File: src/rtl/tmds_channel_decoder.sv
// TMDS receive channel: decodes 10-bit symbols to data/control and hunts for word alignment
// by requesting single-bit slips until control tokens land on symbol boundaries.
module tmds_channel_decoder #(
    parameter int pLockTokens    = 8,
    parameter int pSearchTimeout = 1024,
    parameter int pSlipWait      = 16
) (
    input  logic       iPixelClk,
    input  logic       iRst,
    input  logic [9:0] iSymbol,
    output logic [7:0] oData,
    output logic [1:0] oCtrl,
    output logic       oDe,
    output logic       oAligned,
    output logic       oBitSlip
);

    localparam int tokW  = $clog2(pLockTokens) + 1;
    localparam int idleW = $clog2(pSearchTimeout) + 1;
    localparam int slipW = $clog2(pSlipWait) + 1;

    localparam logic [tokW-1:0]  tokMax  = tokW'(pLockTokens);
    localparam logic [idleW-1:0] idleMax = idleW'(pSearchTimeout);
    localparam logic [slipW-1:0] slipMax = slipW'(pSlipWait);

    typedef enum logic [1:0] {
        SEARCH    = 2'd0,
        SLIP_WAIT = 2'd1,
        LOCKED    = 2'd2
    } stateT;

    stateT            state, stateNext;
    logic [tokW-1:0]  tokCnt, tokCntNext;
    logic [idleW-1:0] idleCnt, idleCntNext;
    logic [slipW-1:0] slipCnt, slipCntNext;

    logic [9:0] symbol_p1;
    logic       isToken;
    logic [1:0] tokenVal;
    logic [7:0] decoded;
    logic [7:0] dataNext;
    logic [1:0] ctrlNext;
    logic       deNext;
    logic       alignedNext;
    logic       bitSlipNext;

    function automatic logic [tokW-1:0] satIncTok(input logic [tokW-1:0] v);
        return (v >= tokMax) ? tokMax : v + 1'b1;
    endfunction

    function automatic logic [idleW-1:0] satIncIdle(input logic [idleW-1:0] v);
        return (v >= idleMax) ? idleMax : v + 1'b1;
    endfunction

    function automatic logic [slipW-1:0] satIncSlip(input logic [slipW-1:0] v);
        return (v >= slipMax) ? slipMax : v + 1'b1;
    endfunction

    // Undo the optional inversion, then the XOR/XNOR transition chain.
    function automatic logic [7:0] decodeData(input logic [9:0] sym);
        logic [7:0] d;
        logic [7:0] q;
        d    = sym[9] ? ~sym[7:0] : sym[7:0];
        q[0] = d[0];
        for (int i = 1; i < 8; i++) begin
            q[i] = sym[8] ? (d[i] ^ d[i-1]) : ~(d[i] ^ d[i-1]);
        end
        return q;
    endfunction

    // Stage 1: capture the raw symbol
    always_ff @(posedge iPixelClk) begin
        symbol_p1 <= iSymbol;
    end

    always_comb begin
        isToken  = 1'b1;
        tokenVal = 2'b00;
        case (symbol_p1)
            10'b1101010100: tokenVal = 2'b00;
            10'b0010101011: tokenVal = 2'b01;
            10'b0101010100: tokenVal = 2'b10;
            10'b1010101011: tokenVal = 2'b11;
            default:        isToken  = 1'b0;
        endcase
        decoded = decodeData(symbol_p1);
    end

    always_ff @(posedge iPixelClk or posedge iRst) begin
        if (iRst) begin
            state   <= SEARCH;
            tokCnt  <= '0;
            idleCnt <= '0;
            slipCnt <= '0;
        end else begin
            state   <= stateNext;
            tokCnt  <= tokCntNext;
            idleCnt <= idleCntNext;
            slipCnt <= slipCntNext;
        end
    end

    always_comb begin
        stateNext   = state;
        tokCntNext  = tokCnt;
        idleCntNext = idleCnt;
        slipCntNext = slipCnt;
        case (state)
            SEARCH: begin
                tokCntNext  = isToken ? satIncTok(tokCnt) : '0;
                idleCntNext = isToken ? '0 : satIncIdle(idleCnt);
                // Lock is tested first so it wins over a coincident timeout.
                if (tokCntNext >= tokMax) begin
                    stateNext   = LOCKED;
                    tokCntNext  = '0;
                    idleCntNext = '0;
                end else if (idleCntNext >= idleMax) begin
                    stateNext   = SLIP_WAIT;
                    tokCntNext  = '0;
                    idleCntNext = '0;
                    slipCntNext = '0;
                end
            end
            SLIP_WAIT: begin
                if (slipCnt >= slipMax) begin
                    stateNext   = SEARCH;
                    tokCntNext  = '0;
                    idleCntNext = '0;
                    slipCntNext = '0;
                end else begin
                    slipCntNext = satIncSlip(slipCnt);
                end
            end
            LOCKED: begin
                tokCntNext  = '0;
                idleCntNext = isToken ? '0 : satIncIdle(idleCnt);
                if (idleCntNext >= idleMax) begin
                    stateNext   = SEARCH;
                    idleCntNext = '0;
                end
            end
            default: begin
                stateNext   = SEARCH;
                tokCntNext  = '0;
                idleCntNext = '0;
                slipCntNext = '0;
            end
        endcase
    end

    // Gating follows the state being entered, so the locking token is already shown aligned.
    always_comb begin
        alignedNext = (stateNext == LOCKED);
        bitSlipNext = (state == SEARCH) && (stateNext == SLIP_WAIT);
        dataNext    = oData;
        ctrlNext    = oCtrl;
        deNext      = 1'b0;
        if (!alignedNext) begin
            dataNext = '0;
            ctrlNext = '0;
        end else if (isToken) begin
            ctrlNext = tokenVal;
        end else begin
            dataNext = decoded;
            deNext   = 1'b1;
        end
    end

    // Stage 2: registered outputs
    always_ff @(posedge iPixelClk or posedge iRst) begin
        if (iRst) begin
            oData    <= '0;
            oCtrl    <= '0;
            oDe      <= 1'b0;
            oAligned <= 1'b0;
            oBitSlip <= 1'b0;
        end else begin
            oData    <= dataNext;
            oCtrl    <= ctrlNext;
            oDe      <= deNext;
            oAligned <= alignedNext;
            oBitSlip <= bitSlipNext;
        end
    end

endmodule

File: config.mk
export PLATFORM = sky130hd
export DESIGN_NAME = tmds_channel_decoder
export DESIGN_NICKNAME = d
export VERILOG_FILES = /design/src/rtl/tmds_channel_decoder.sv
export SDC_FILE = /design/constraint.sdc
export NUM_CORES = 1
export LEC_CHECK = 0
export BUFFER_PORTS_ARGS = -buffer_cell sky130_fd_sc_hd__buf_2
export CAP_MARGIN = 20
export CELL_PAD_IN_SITES_DETAIL_PLACEMENT = 1
export CELL_PAD_IN_SITES_GLOBAL_PLACEMENT = 1
export CORE_MARGIN = 2
export CORE_UTILIZATION = 35
export DETAILED_ROUTE_END_ITERATION = 8
export GPL_TIMING_DRIVEN = 0
export MAX_ROUTING_LAYER = met4
export PLACE_DENSITY_LB_ADDON = 0.1
export RECOVER_POWER = 100
export SLEW_MARGIN = 20
export SYNTH_ARGS = -nofsm -noshare
export SYNTH_HDL_FRONTEND = slang
export SYNTH_SLANG_ARGS = --single-unit
File: constraint.sdc
create_clock -name iPixelClk -period 2.29 [get_ports iPixelClk]
set_input_delay 0.229 -clock iPixelClk [delete_from_list [all_inputs] [get_ports iPixelClk]]
set_output_delay 0.229 -clock iPixelClk [all_outputs]
set_load 0.02 [all_outputs]
==> reports/metrics.cfg, run 1 <==
[detailed_routing]
wl_mm=4.786
vias_per_cell=5.257
drc=0
antenna_left=0
drtIter0Drc=55
wire_per_inst_um=15.59
drt_first_pass_iters=4
vias=1614

[clock_network]
cts_tree=yes
cts-root-buf=clkbuf_8
clk_latency_ns=0.29
cts_buffers=5
clk_pin_slew_worst_paths_ns=0.08
cts_sinks=45
cts_max_level=2
clock_path_buffers=2
ctsHoldBuffers=1
cts_repair_resize_count=0
post_cts_buffers=0

[placed_design]
gp_congestion=0.8405
pre_cts_ws_ns=0.2760
dp_hpwl_mm=3.633
port_buffers=24

[critical_path]
r2r-start=idleCnt[0]
crit_required_ns=2.46
crit_path_end_kind=register
crit_chain=ha_1 -> nand4_1 -> o31a_1 -> o41a_1 -> o21ai_0 -> o21ai_0
regToRegSetupSlack_ns=0.24
reg2reg_depth=6
cpMaxStageDelayCell=o41a_1
startpoint=idleCnt[0]
worstPathArrival_ns=2.22
r2r_end=slipCnt[3]
crit_path_end=slipCnt[3]
max_stage_delay_ns=0.44
cp_max_fo=6
critPathKind=reg2reg
start_kind=register
path_common_cell=o21ai_0

[hold_path]
hp-class=in2reg
hold_start=iSymbol[9]

[logic_synthesis]
synth_nets=224
synth_cell_types=41
seq_area_frac_synth_pct=50.65
yosysTopAreaCellShare_pct=41.22
yosys_warnings=0
yosys.area.top_type=dfrtp_1
synthTopCellsByArea=dfrtp_1 41%, dfxtp_1 9.4%, ha_1 8.2%
netlist_area_sq_um=2125
synth_cells=198
avgSynthCellArea_sq_um=10.73
synth_seq_cells=45

[sta]
final.setup.tns_ns=0
slew_headroom_pct=57.66
slew_violations=0
hold_violations=0
setup_slack_ns=0.2384
finalCritPeriodShare_pct=89.59
finalSetupViolations=0
fin_worst_skew_ns=0.004002
tightestPinTransition_ns=0.6352
fmax_mhz=487.4
finalCriticalPeriod_ns=2.052
rsz0062_at_grt=false

[floorplan]
dieArea_sq_um=6709
boundaryPins=25
core_area_sq_um=5886
num_rows=28
die-width_um=81.91
die_h_um=81.91
start_util_pct=36.10

[global_route]
first_global_vias=1738
grt_max_degree=25
antenna_found_initial=0
grt_pass1_wl_mm=8.362
track_usage_pct=17.01
gr-total-overflow=0

[flow_run]
cap_viol_max_count=0

[final_layout]
drive_gt1_share_pct=11.21
diodes=0
fillers=695
layout-area-overhead-vs-synth_pct=14.84
final_nets=257

[pwr]
vdd_drop_max_v=0.0003413
powerDensity_nw_per_um2=723.1
p_leak_uw=0.001136

[status]
outcome=finished, final reports clean

## area by class of cell
cell class                 count  area (sq um)  area share (%)
buffer                         6         31.28           1.282
clock buffer                   8         111.4           4.564
inverter                      20         75.07           3.077
multi-input combinational    127         933.4           38.26
sequential                    45          1076           44.10
tap                           75         93.84           3.846
timing repair buffer          26         118.9           4.872
## layer usage
metal  part of all wire, %  GRT usage, %  wire, um  vias to the layer above
met3                   2.5         3.626       120                        6
met5                     0             -         0                        -
met2                    55         29.35      2620                       20
met4                  0.92         4.000        44                        0
li1                      -             -         -                      763
met1                    42         20.35      2000                      825
## logic make-up (layout without fill, tap and decap cells)
group / count (synthesis) / after routing / share of synthesized area [%]
simple gates: 55 / 55 / 14.55
flops: 45 / 45 / 50.65
buf+inv: 26 / 60 / 5.418
compound gates: 42 / 42 / 14.25
fa+ha+maj: 14 / 14 / 8.245
mux: 4 / 4 / 1.943
xor+xnor: 12 / 12 / 4.947
## through the flow
| stage | hold slack, ns | util, % | instances | instance area, sq um | power, uW |
|---|---|---|---|---|---|
| after global placement | 0.3308 | 39.73 | 297 | 2338 | 1178 |
| after detailed placement | 0.1993 | 40.07 | 298 | 2359 | 1207 |
| after floorplan | 0.2567 | - | 198 | 2125 | 1127 |
| final | 0.03045 | 41.45 | 307 | 2440 | 1764 |
| after global routing | 0.005232 | 41.45 | 307 | 2440 | 1885 |
| after CTS | 0.01980 | 42.13 | 307 | 2480 | 1793 |
## critical path: cells and delay by family (launching register included)
kind / cells / cell delay (ns)
compound gates: 4 / 1.08
flops: 1 / 0.43
fa+ha+maj: 1 / 0.26
simple gates: 1 / 0.16
## flip-flops by register name (all words and copies together), names as in the netlist
name and flops:
tokCnt 4, oDe 1, oAligned 1, slipCnt 5, oData 8, oCtrl 2
state 2, symbol_p1 10, oBitSlip 1, idleCnt 11
## synth_stat cells
cell and instances:
a211oi_1 1, a21o_1 1, a21oi_1 6, a22o_1 3, a22oi_1 1, a311o_1 1, a311oi_1 2, a31oi_1 5
a32o_1 4, and2_1 2, and3_1 4, and3_4 2, and4_1 2, buf_2 2, buf_6 2, clkbuf_1 2
dfrtp_1 35, dfxtp_1 10, ha_1 14, inv_1 20, mux2_2 1, mux2i_1 3, nand2_1 12, nand2_2 1
nand2b_1 1, nand3_1 8, nand4_1 5, nor2_1 9, nor2b_1 1, nor3_1 4, nor4b_4 1, o211ai_1 1
o21ai_0 8, o21ai_1 1, o22a_1 1, o2bb2ai_1 5, o31a_1 1, o41a_1 1, or3_1 3, xnor2_1 11
xor2_1 1
## report_power, final
group          internal, uW  total [uW]  switching [uW]
Sequential              856         939            82.9
Clock                   312         580             268
Combinational           121         245             124
Total                  1290        1760             475
## worst min-delay path by stage
stage / slack (ns) / cells past startpoint / endpoint
floorplan: 0.26 / 0 / symbol_p1[0]
global placement: 0.33 / 1 / symbol_p1[0]
detailed placement: 0.20 / 2 / oData[1]
CTS: 0.02 / 1 / symbol_p1[9]
global route: 0.005 / 1 / symbol_p1[6]
finish: 0.03 / 1 / symbol_p1[9]
## placed cells by master (no fill, tap or decap), types with 6 or more instances in the layout
master / instances
dfrtp_1: 35
inv_1: 20
clkbuf_1: 18
ha_1: 14
nand2_1: 12
xnor2_1: 11
buf_2: 11
dfxtp_1: 10
nor2_1: 9
o21ai_0: 9
nand3_1: 8
a21oi_1: 6
clkbuf_8: 6
(Power assumes the default switching activity.)
==> inputs of run 2 (changes only) <==
--- a/config.mk
+++ b/config.mk
@@ -5,10 +5,12 @@
 export SDC_FILE = /design/constraint.sdc
 export NUM_CORES = 1
 export LEC_CHECK = 0
+export ABC_AREA = 1
 export BUFFER_PORTS_ARGS = -buffer_cell sky130_fd_sc_hd__buf_2
 export CAP_MARGIN = 20
 export CELL_PAD_IN_SITES_DETAIL_PLACEMENT = 1
 export CELL_PAD_IN_SITES_GLOBAL_PLACEMENT = 1
+export CORE_ASPECT_RATIO = 1.25
 export CORE_MARGIN = 2
 export CORE_UTILIZATION = 35
 export DETAILED_ROUTE_END_ITERATION = 8
==> reports/metrics.cfg, run 2 <==
[status]
outcome=finished, final reports clean

[global_route]
grt_pass1_wl_mm=7.879
first_global_vias=1730
grt_max_degree=31
antenna_found_initial=0
track_usage_pct=15.56
gr-total-overflow=0

[critical_path]
cp_max_fo=10
crit_chain=inv_1 -> ha_1 -> nand3_4 -> nor2_1 -> nor2_8 -> nor2_1 -> nand2_1 -> nand2_2 -> nand3_1 -> nand2_1
startpoint=symbol_p1[6]
cpMaxStageDelayCell=dfxtp_1
critPathBufInv=1
crit_required_ns=2.52
max_stage_delay_ns=0.35
r2r-start=symbol_p1[6]
start_kind=register
crit_family=simple AND/OR/NAND/NOR gates
crit_path_end_kind=register
critPathKind=reg2reg
worstPathArrival_ns=2.15

[logic_synthesis]
seq_area_frac_synth_pct=49.60
async_flop_share_pct=77.78
netlist_area_sq_um=2170
yosysMostFrequentCell=nand2_1
yosys_warnings=0
synth_seq_cells=45
yosys.area.top_type=dfrtp_1
synth_cell_types=27
synth_common_cells=48 x nand2_1, 35 x dfrtp_1, 29 x inv_1
synth_flop_cell=dfrtp_1
synth-edff-count=0
avgSynthCellArea_sq_um=9.232
synth_cells=235
yosysTopAreaCellShare_pct=40.37
synthTopCellsByArea=dfrtp_1 40%, dfxtp_1 9.2%, nand2_1 8.3%
synth_nets=261

[floorplan]
die_h_um=92.03
core_area_sq_um=6086
boundaryPins=25
die-width_um=74.42
start_util_pct=35.65
num_rows=32
dieArea_sq_um=6849

[final_layout]
final_common_cell=nand2_1
reg.largest.list=idleCnt: 11 flops, symbol_p1: 10 flops, oData: 8 flops
final_nets=294
top_register=idleCnt
layout-area-overhead-vs-synth_pct=13.67
largest_reg_flops=11
diodes=0
mostFrequentLayoutCells=48 x nand2_1, 35 x dfrtp_1, 30 x inv_1
drive_gt1_share_pct=10.78

[detailed_routing]
antenna_left=0
vias_per_cell=4.525
wire_per_inst_um=12.82
vias=1602
drc=0
wl_mm=4.538
drtIter0Drc=45
drt_first_pass_iters=4

[sta]
slew_headroom_pct=47.30
fin_worst_skew_ns=0.003636
slew_violations=0
fmax_mhz=520.0
finalCritPeriodShare_pct=83.97
final.setup.tns_ns=0
hold_violations=0
tightestPinTransition_ns=0.7905
finalCriticalPeriod_ns=1.923
rsz0062_at_grt=false
finalSetupViolations=0

[clock_network]
clock_path_buffers=2
cts_tree=yes
clk_pin_slew_worst_paths_ns=0.08
cts_buffers=5
clk_latency_ns=0.29
cts-root-buf=clkbuf_8
cts_sinks=45
cts_max_level=2

[hold_path]
hp-class=in2reg
hold_start=iSymbol[2]

[placed_design]
port_buffers=24
gp_congestion=0.7764
dp_hpwl_mm=3.445

[pwr]
powerDensity_nw_per_um2=690.8
finalPower_uw=1704
p_leak_uw=0.001255
vdd_drop_max_v=0.0003803

[flow_run]
cap_viol_max_count=0

## run 2: final timing paths
kind	to	slack, ns	cells past startpoint
min in group asynchronous	tokCnt[2]	0.38	3
min reg2reg	oCtrl[1]	0.48	2
min	symbol_p1[2]	0.03	1
max reg2reg	oData[5]	0.37	10
max in group asynchronous	oData[7]	0.89	4
max	oData[5]	0.37	10
## run 2: kinds of logic (layout without fill, tap and decap cells)
| family | Yosys count | after routing | share of synthesized area, % |
|---|---|---|---|
| AO/OA/AOI/OAI | 13 | 13 | 3.287 |
| XOR/XNOR | 17 | 17 | 6.863 |
| adder cells (fa/ha/maj) | 14 | 14 | 8.074 |
| buffers and inverters | 34 | 68 | 6.516 |
| flip-flops | 45 | 45 | 49.60 |
| AND/OR/NAND/NOR | 112 | 112 | 25.66 |
## run 2: per-layer routing
layer  up-vias  share of wire [%]  routed length [um]  GRT usage (%)
met4         0                1.3                  61          5.357
met5         -                  0                   0              -
met3         6                2.0                  93          2.637
met1       771                 41                1880          16.98
met2        19                 55                2504          27.80
li1        806                  -                   -              -
## run 2: through the flow
step | utilization (%) | setup WS [ns] | area, sq um | cells | hold slack (ns)
2_1_floorplan | - | 0.8127 | 2170 | 235 | 0.2567
3_3_place_gp | 39.37 | 0.4246 | 2396 | 344 | 0.3309
3_5_place_dp | 39.70 | 0.3742 | 2416 | 345 | 0.1298
4_1_cts | 41.34 | 0.3978 | 2516 | 354 | 0.02313
5_1_grt | 40.52 | 0.1495 | 2466 | 354 | 0.01600
6_report | 40.52 | 0.3671 | 2466 | 354 | 0.03433
## run 2: timing repair
action	4_1_cts	5_1_grt
gates resized for setup	0	0
hold endpoints to repair	5	0
hold buffers	1	0
setup buffers	0	0
## run 2: report_power, final
part           switching, uW  leakage (uW)  internal [uW]  total [uW]
registers               71.3      0.000557            862         933
clock network            257     0.0000455            246         503
logic                    152      0.000652            115         268
total                    480       0.00125           1220        1700
## run 2: area by class of cell
type	instances	area, sq um
repair buffers	26	118.9
multi-input cells	156	934.6
plain buffers	2	15.01
well taps	85	106.4
fillers	757	3620
flip-flops and latches	45	1076
inverters	32	125.1
clock buffers	8	90.09
